`src/rtl/ifu_pkg.sv`:
```
// Shared definitions for the instruction fetch unit: NOP encoding, default
// reset pc, FIFO entry layout and small pc helpers.
// Optional feature macro: IFU_MISALIGN_EXC_EN adds a misalign flag to each entry.
package ifu_pkg;

  localparam logic [31:0] NOP_INST         = 32'h0000_0013;
  localparam logic [31:0] DEFAULT_RESET_PC = 32'h0000_0000;

  typedef struct packed {
    logic [31:0] inst;
    logic [31:0] pc;
`ifdef IFU_MISALIGN_EXC_EN
    logic        misalign;
`endif
  } ifu_entry_t;

  // Sequential fetch step; wraps naturally at the top of the address space.
  function automatic logic [31:0] nextPc(input logic [31:0] pc);
    return pc + 32'd4;
  endfunction

  // Word-align a pc by clearing its two low bits.
  function automatic logic [31:0] alignPc(input logic [31:0] pc);
    return pc & ~32'h3;
  endfunction

endpackage

```
`src/rtl/ifu_fifo.sv`:
```
// Instruction buffer for the fetch unit: synchronous FIFO with flush,
// occupancy output and simultaneous push/pop at any fill level.
// A push in the flush cycle lands as the sole entry of the emptied FIFO.
module ifu_fifo
  import ifu_pkg::*;
#(
  parameter int DEPTH = 2
) (
  input  logic                     clk_i,
  input  logic                     rst_i,
  input  logic                     flush_i,
  input  logic                     push_i,
  input  ifu_entry_t               pushData_i,
  input  logic                     pop_i,
  output ifu_entry_t               head_o,
  output logic                     empty_o,
  output logic [$clog2(DEPTH):0]   count_o
);

  localparam int AW = $clog2(DEPTH);
  localparam int CW = AW + 1;
  localparam logic [CW-1:0] FULL = CW'(DEPTH);

  logic [AW-1:0] wrPtr_q, wrPtr_d;
  logic [AW-1:0] rdPtr_q, rdPtr_d;
  logic [AW-1:0] wrIdx;
  logic [CW-1:0] count_q, count_d;
  logic          doPush, doPop;
  ifu_entry_t    mem_q [DEPTH];

  assign doPop   = pop_i & (count_q != '0) & ~flush_i;
  assign doPush  = push_i & (flush_i | (count_q != FULL) | doPop);
  assign head_o  = mem_q[rdPtr_q];
  assign empty_o = (count_q == '0);
  assign count_o = count_q;

  // Pointer and occupancy next-state; flush restarts both pointers at slot 0.
  always_comb begin
    wrPtr_d = wrPtr_q;
    rdPtr_d = rdPtr_q;
    count_d = count_q;
    wrIdx   = wrPtr_q;
    if (flush_i) begin
      rdPtr_d = '0;
      wrIdx   = '0;
      wrPtr_d = doPush ? AW'(1) : '0;
      count_d = doPush ? CW'(1) : '0;
    end else begin
      if (doPush) wrPtr_d = wrPtr_q + 1'b1;
      if (doPop)  rdPtr_d = rdPtr_q + 1'b1;
      case ({doPush, doPop})
        2'b10:   count_d = count_q + 1'b1;
        2'b01:   count_d = count_q - 1'b1;
        default: count_d = count_q;
      endcase
    end
  end

  // Pointer/occupancy registers with synchronous reset.
  always_ff @(posedge clk_i) begin
    if (rst_i) begin
      wrPtr_q <= '0;
      rdPtr_q <= '0;
      count_q <= '0;
    end else begin
      wrPtr_q <= wrPtr_d;
      rdPtr_q <= rdPtr_d;
      count_q <= count_d;
    end
  end

  // Entry storage; contents are only observed while the FIFO is non-empty.
  always_ff @(posedge clk_i) begin
    if (doPush) mem_q[wrIdx] <= pushData_i;
  end

endmodule

```
`src/rtl/inst_fetch_unit.sv`:
```
// RV32I instruction fetch front-end: issues word requests to instruction
// memory under a credit limit, buffers responses, streams {inst, pc} to
// decode and discards stale responses after a pc redirect.
// Optional feature macro: IFU_MISALIGN_EXC_EN (misaligned redirect yields a
// flagged NOP and halts fetch instead of silently aligning the pc).
module inst_fetch_unit
  import ifu_pkg::*;
#(
  parameter logic [31:0] RESET_PC   = DEFAULT_RESET_PC,
  parameter int          FIFO_DEPTH = 2
) (
  input  logic        clk_i,
  input  logic        rst_i,
  output logic        imem_req_o,
  output logic [31:0] imem_addr_o,
  input  logic        imem_gnt_i,
  input  logic        imem_rvalid_i,
  input  logic [31:0] imem_rdata_i,
  input  logic        redirect_i,
  input  logic [31:0] redirect_pc_i,
  output logic        inst_valid_o,
  input  logic        inst_ready_i,
  output logic [31:0] inst_o,
  output logic [31:0] pc_o
`ifdef IFU_MISALIGN_EXC_EN
  ,
  output logic        inst_misalign_o
`endif
);

  localparam int CW = $clog2(FIFO_DEPTH) + 1;
  localparam logic [CW:0] DEPTH_W = (CW+1)'(FIFO_DEPTH);

  logic [31:0]   fetchPc_q, fetchPc_d;
  logic [31:0]   respPc_q, respPc_d;
  logic [CW-1:0] outstanding_q, outstanding_d;
  logic [CW-1:0] drop_q, drop_d;
  logic          started_q;

  logic          active, credit, fetchHalted;
  logic          gntAcc, rvalid, dropping, kept;
  logic          showHead, fifoPop, fifoPush, fifoEmpty;
  logic [CW:0]   inUse;
  logic [CW-1:0] fifoCount;
  ifu_entry_t    pushData, head;

`ifdef IFU_MISALIGN_EXC_EN
  logic halted_q, halted_d;
  logic redirectMisaligned;
  assign redirectMisaligned = redirect_i & (redirect_pc_i[1:0] != 2'b00);
  assign fetchHalted        = halted_q;
`else
  assign fetchHalted        = 1'b0;
`endif

  // started_q keeps every output quiet for the cycle following reset.
  assign active = started_q & ~rst_i;
  assign inUse  = {1'b0, outstanding_q} + {1'b0, fifoCount};
  assign credit = inUse < DEPTH_W;

  // Memory handshake and decode-side presentation of the FIFO head.
  always_comb begin
    imem_req_o   = active & ~redirect_i & ~fetchHalted & credit;
    imem_addr_o  = active ? fetchPc_q : '0;
    gntAcc       = imem_req_o & imem_gnt_i;
    rvalid       = imem_rvalid_i & active;
    dropping     = rvalid & (drop_q != '0);
    kept         = rvalid & (drop_q == '0);
    showHead     = active & ~fifoEmpty;
    inst_valid_o = showHead & ~redirect_i;
    fifoPop      = inst_valid_o & inst_ready_i;
    inst_o       = showHead ? head.inst : '0;
    pc_o         = showHead ? head.pc   : '0;
`ifdef IFU_MISALIGN_EXC_EN
    inst_misalign_o = showHead ? head.misalign : 1'b0;
`endif
  end

  // FIFO write selection: kept responses normally, a flagged NOP on a misaligned redirect.
  always_comb begin
    fifoPush      = kept & ~redirect_i;
    pushData.inst = imem_rdata_i;
    pushData.pc   = respPc_q;
`ifdef IFU_MISALIGN_EXC_EN
    pushData.misalign = 1'b0;
    if (redirectMisaligned) begin
      fifoPush          = 1'b1;
      pushData.inst     = NOP_INST;
      pushData.pc       = redirect_pc_i;
      pushData.misalign = 1'b1;
    end
`endif
  end

  // Fetch/response pc and in-flight bookkeeping; a redirect overrides the normal update.
  always_comb begin
    fetchPc_d     = fetchPc_q;
    respPc_d      = respPc_q;
    outstanding_d = outstanding_q;
    drop_d        = drop_q;
`ifdef IFU_MISALIGN_EXC_EN
    halted_d      = halted_q;
`endif
    if (redirect_i) begin
      fetchPc_d     = alignPc(redirect_pc_i);
      respPc_d      = alignPc(redirect_pc_i);
      outstanding_d = outstanding_q + CW'(gntAcc) - CW'(rvalid);
      // Everything still in flight after this edge belongs to the old stream.
      drop_d        = outstanding_q + CW'(gntAcc) - CW'(rvalid);
`ifdef IFU_MISALIGN_EXC_EN
      halted_d      = redirectMisaligned;
`endif
    end else begin
      if (gntAcc)   fetchPc_d = nextPc(fetchPc_q);
      if (kept)     respPc_d  = nextPc(respPc_q);
      if (dropping) drop_d    = drop_q - 1'b1;
      outstanding_d = outstanding_q + CW'(gntAcc) - CW'(rvalid);
    end
  end

  // Fetch state registers with synchronous reset.
  always_ff @(posedge clk_i) begin
    if (rst_i) begin
      fetchPc_q     <= RESET_PC;
      respPc_q      <= RESET_PC;
      outstanding_q <= '0;
      drop_q        <= '0;
      started_q     <= 1'b0;
    end else begin
      fetchPc_q     <= fetchPc_d;
      respPc_q      <= respPc_d;
      outstanding_q <= outstanding_d;
      drop_q        <= drop_d;
      started_q     <= 1'b1;
    end
  end

`ifdef IFU_MISALIGN_EXC_EN
  // Halt flag: set by a misaligned redirect, cleared by any later redirect.
  always_ff @(posedge clk_i) begin
    if (rst_i) halted_q <= 1'b0;
    else       halted_q <= halted_d;
  end
`endif

  // A response with nothing in flight means the memory broke protocol.
  assert property (@(posedge clk_i) disable iff (rst_i)
                   imem_rvalid_i |-> (outstanding_q != '0));

  ifu_fifo #(
    .DEPTH(FIFO_DEPTH)
  ) u_fifo (
    .clk_i     (clk_i),
    .rst_i     (rst_i),
    .flush_i   (redirect_i),
    .push_i    (fifoPush),
    .pushData_i(pushData),
    .pop_i     (fifoPop),
    .head_o    (head),
    .empty_o   (fifoEmpty),
    .count_o   (fifoCount)
  );

endmodule
```
`config.mk`:
```
export PLATFORM = sky130hd
export DESIGN_NAME = inst_fetch_unit
export DESIGN_NICKNAME = d
export VERILOG_FILES = /design/src/rtl/ifu_pkg.sv /design/src/rtl/ifu_fifo.sv /design/src/rtl/inst_fetch_unit.sv
export SDC_FILE = /design/constraint.sdc
export NUM_CORES = 1
export LEC_CHECK = 0
export CORE_AREA = 2 2 135 170
export DETAILED_ROUTE_END_ITERATION = 6
export DIE_AREA = 0 0 137 172
export PLACE_DENSITY = 0.66
export SYNTH_ARGS = -nofsm -noshare
export SYNTH_HDL_FRONTEND = slang
export SYNTH_SLANG_ARGS = --single-unit
```
`constraint.sdc`:
```
create_clock -name clk_i -period 6.7 [get_ports clk_i]
set_input_delay 0.67 -clock clk_i [delete_from_list [all_inputs] [get_ports clk_i]]
set_output_delay 0.67 -clock clk_i [all_outputs]
set_load 0.01 [all_outputs]
```
==> flow_metrics.py <==
metrics = {
    "synth": {
        "synth.yosys.seq_area_share": 0.589,
        "synth_cell_types": 56,
        "synth_most_common_cell": "sky130_fd_sc_hd__edfxtp_1",
        "asyncSetResetFlopFracSynth": 0,
        "yosys.area.top_type": "sky130_fd_sc_hd__edfxtp_1",
        "yosys.area.top_type_share": 0.428,
        "avgSynthCellArea_um2": 11.9,
        "synth_cells": 731,
        "yosys-top-cells-area": "sky130_fd_sc_hd__edfxtp_1 43%, sky130_fd_sc_hd__dfxtp_1 16%, sky130_fd_sc_hd__mux2i_1 7.5%, sky130_fd_sc_hd__nor2_1 3.9%, sky130_fd_sc_hd__xor2_1 3.4%",
        "yosys-top-cells-count": "124 x sky130_fd_sc_hd__edfxtp_1, 90 x sky130_fd_sc_hd__nor2_1, 70 x sky130_fd_sc_hd__dfxtp_1, 65 x sky130_fd_sc_hd__mux2i_1, 35 x sky130_fd_sc_hd__a21boi_0",
        "flop_and_latch_count_out_of_synthesis": 194,
        "synth-edff-count": 124,
        "syn-cell-area_mm2": 0.00871,
        "synth_flop_cell": "sky130_fd_sc_hd__edfxtp_1",
        "ys_warn_count": 0,
    },
    "setup_path": {
        "arrival_ps": 2850,
        "worstReg2RegStart": "u_fifo.count_o[0]$_SDFFE_PP0P_",
        "worstSetupPathType": "in2out",
        "r2r_path_end": "drop_q[1]$_SDFFE_PP0P_",
        "ff2ff_path_depth": 12,
        "ff2ff_setup_slack_ps": 3470,
        "crit_path_start_kind": "input pin",
        "worstSetupEndpointType": "output pin",
        "timing.critical_path.required_ps": 6030,
        "crit_path_max_fanout": 62,
    },
    "routing": {
        "vias_per_cell": 4.96,
        "routed_wirelength_mm": 19.1,
        "detail_route.wl_per_cell_um": 16.3,
        "drtIter0Drc": 295,
        "drc": 0,
        "drtPass1Iterations": 4,
        "detailroute.via_count": 5810,
        "antenna_violating_nets_post_route": 0,
    },
    "cts": {
        "cts-hold-fix-buffers": 0,
        "ctsLongestPathBuffers": 2,
        "post_cts_buffers": 0,
        "htreeDepth": 4,
        "clk_root_buffer_cell": "sky130_fd_sc_hd__clkbuf_16",
        "cts.sinks": 194,
        "cts-resized-gates": 0,
        "clock_tree_from_tritoncts": "done",
        "cts_made_buffers": 17,
        "clk_pin_slew_worst_paths_ps": 70,
        "worst_skew_pair.late_latency_ps": 430,
    },
    "finish": {
        "drive_gt1_frac": 0.0697,
        "multiInputGateArea_mm2": 0.00336,
        "fillers": 2032,
        "final_net_count": 952,
        "layout.cell_area.non_filler_mm2": 0.0111,
        "antenna_diode_count": 0,
        "seq_area_mm2": 0.00513,
        "syn_to_final_growth_pct": 28.0,
    },
    "hold_path": {
        "worst_hold_end": "u_fifo.mem_q[1][31]$_DFFE_PP_",
        "min_path_type": "reg2reg",
        "hold_path_depth": 0,
        "worstHoldStart": "respPc_q[31]$_SDFFE_PP0P_",
    },
    "sta": {
        "clock_skew_ps": 8.33,
        "finalMaxSlewViolations": 0,
        "period_share": 0.525,
        "worst_slew_pin_slew_ps": 1080,
        "timing.final.hold_violations": 0,
        "achievable_freq_mhz": 284,
        "setup_violations": 0,
        "timing.setup.tns_ps": 0,
        "rsz_0062_raised_after_global_routing": "no",
        "min_period_ps": 3520,
        "slew-limit-headroom": 0.279,
    },
    "job": {
        "drv_cap": 0,
    },
    "power_and_ir_drop": {
        "max-vdd-ir-drop_mv": 0.185,
        "p_leak_nw": 3.61,
        "pwr_density_cell_mw_per_mm2": 225,
    },
    "placement": {
        "place_hpwl_mm": 12.8,
        "routabilityCongestion": 0.805,
        "numPortBuffers": 161,
        "placed_area_mm2": 0.0106,
    },
    "die": {
        "rows": 61,
        "top_level_port_count": 168,
        "start_util": 0.396,
        "die-area_mm2": 0.0236,
        "fp.dieW_um": 137,
        "die_h_um": 172,
        "core_region_area_mm2": 0.0220,
    },
    "global_routing": {
        "number_of_global_route_vias_before_repair": 5757,
        "grt_max_degree": 63,
        "remaining_overflow_grt": 0,
        "grt_antenna_before_repair": 0,
        "grt_util_all_layers": 0.165,
        "global_route_wire_length_before_repair_mm": 30.0,
    },
    "run_status": {
        "run_status": "finished clean",
    },
}
## worst max-delay path, stage by stage
cell and delay [ps]:
sky130_fd_sc_hd__clkdlybuf4s50_1 450, sky130_fd_sc_hd__buf_4 270, sky130_fd_sc_hd__nor2b_1 130, sky130_fd_sc_hd__o21ai_4 70, sky130_fd_sc_hd__buf_4 540, sky130_fd_sc_hd__nor2_1 120, sky130_fd_sc_hd__clkdlybuf4s50_1 540
## registers in the layout, indices dropped and copies added, names as in the netlist, named ones only
| register | cells |
|---|---|
| fetchPc_q | 30 |
| u_fifo.count_o | 2 |
| started_q | 1 |
| respPc_q | 30 |
| drop_q | 2 |
| u_fifo.wrPtr_q | 1 |
| u_fifo.mem_q | 124 |
| outstanding_q | 2 |
| u_fifo.rdPtr_q | 1 |
## per-stage QoR
| stage | total power, W | setup slack (ps) | utilization | hold WS [ps] | instances |
|---|---|---|---|---|---|
| 6_report | 0.00251 | 3180 | 0.507 | 485 | 1172 |
| 5_1_grt | 0.00260 | 3010 | 0.507 | 493 | 1172 |
| 4_1_cts | 0.00253 | 3130 | 0.507 | 487 | 1172 |
| 3_5_place_dp | 0.00154 | 3070 | 0.481 | 475 | 1140 |
| 3_3_place_gp | 0.00154 | 3110 | 0.481 | 456 | 1140 |
| 2_1_floorplan | 0.00146 | 91.0 | - | 445 | 734 |
## layer usage
| layer | track usage | vias up | wire length, um |
|---|---|---|---|
| met5 | 0 | - | 0 |
| met4 | 0.0493 | 0 | 250 |
| met3 | 0.0393 | 14 | 903 |
| met2 | 0.269 | 150 | 9070 |
| met1 | 0.218 | 2745 | 8900 |
| li1 | - | 2901 | - |
## placed cells by master, fill, tap and decap left out, drive strengths merged, types with 16 or more instances in the layout
master	instances
inv	21
nor2	90
o21a	23
edfxtp	124
nand3	18
and2	30
nand2	24
a21boi	41
mux2i	65
clkdlybuf4s50	161
xor2	34
xnor2	27
nand4	20
nor3	16
clkbuf	18
dfxtp	70
## layout make-up
class / count / area share
Inverter: 15 / 0.00505
Clock inverter: 14 / 0.0132
Clock buffer: 18 / 0.0385
Multi-Input combinational cell: 479 / 0.301
Tap cell: 283 / 0.0318
Timing Repair Buffer: 169 / 0.150
Sequential cell: 194 / 0.460
## cell families (layout without fill, tap and decap cells)
group / Yosys count / after routing / share of synthesized area
simple gates: 241 / 241 / 0.154
flops: 194 / 194 / 0.589
compound gates: 101 / 101 / 0.0812
mux: 66 / 66 / 0.0760
xor+xnor: 61 / 61 / 0.0614
buf+inv: 61 / 216 / 0.0293
fa+ha+maj: 6 / 6 / 0.00948
other cells: 1 / 4 / 0.000431
## worst max-delay path by stage
stage	start	end	slack [ps]	depth (start not counted)
floorplan	rst_i	u_fifo.mem_q[1][10]$_DFFE_PP_	90	5
global placement	rst_i	u_fifo.mem_q[1][47]$_DFFE_PP_	3110	6
detailed placement	rst_i	u_fifo.mem_q[0][47]$_DFFE_PP_	3070	6
CTS	rst_i	pc_o[3]	3130	7
global route	rst_i	pc_o[3]	3010	7
finish	rst_i	pc_o[3]	3180	7
## power breakdown
| part | internal [W] | switching [W] |
|---|---|---|
| clock | 0.000526 | 0.000462 |
| sequential | 0.00131 | 0.0000368 |
| combinational | 0.0000924 | 0.0000801 |
Note: power is estimated with default switching activity, not from simulation.
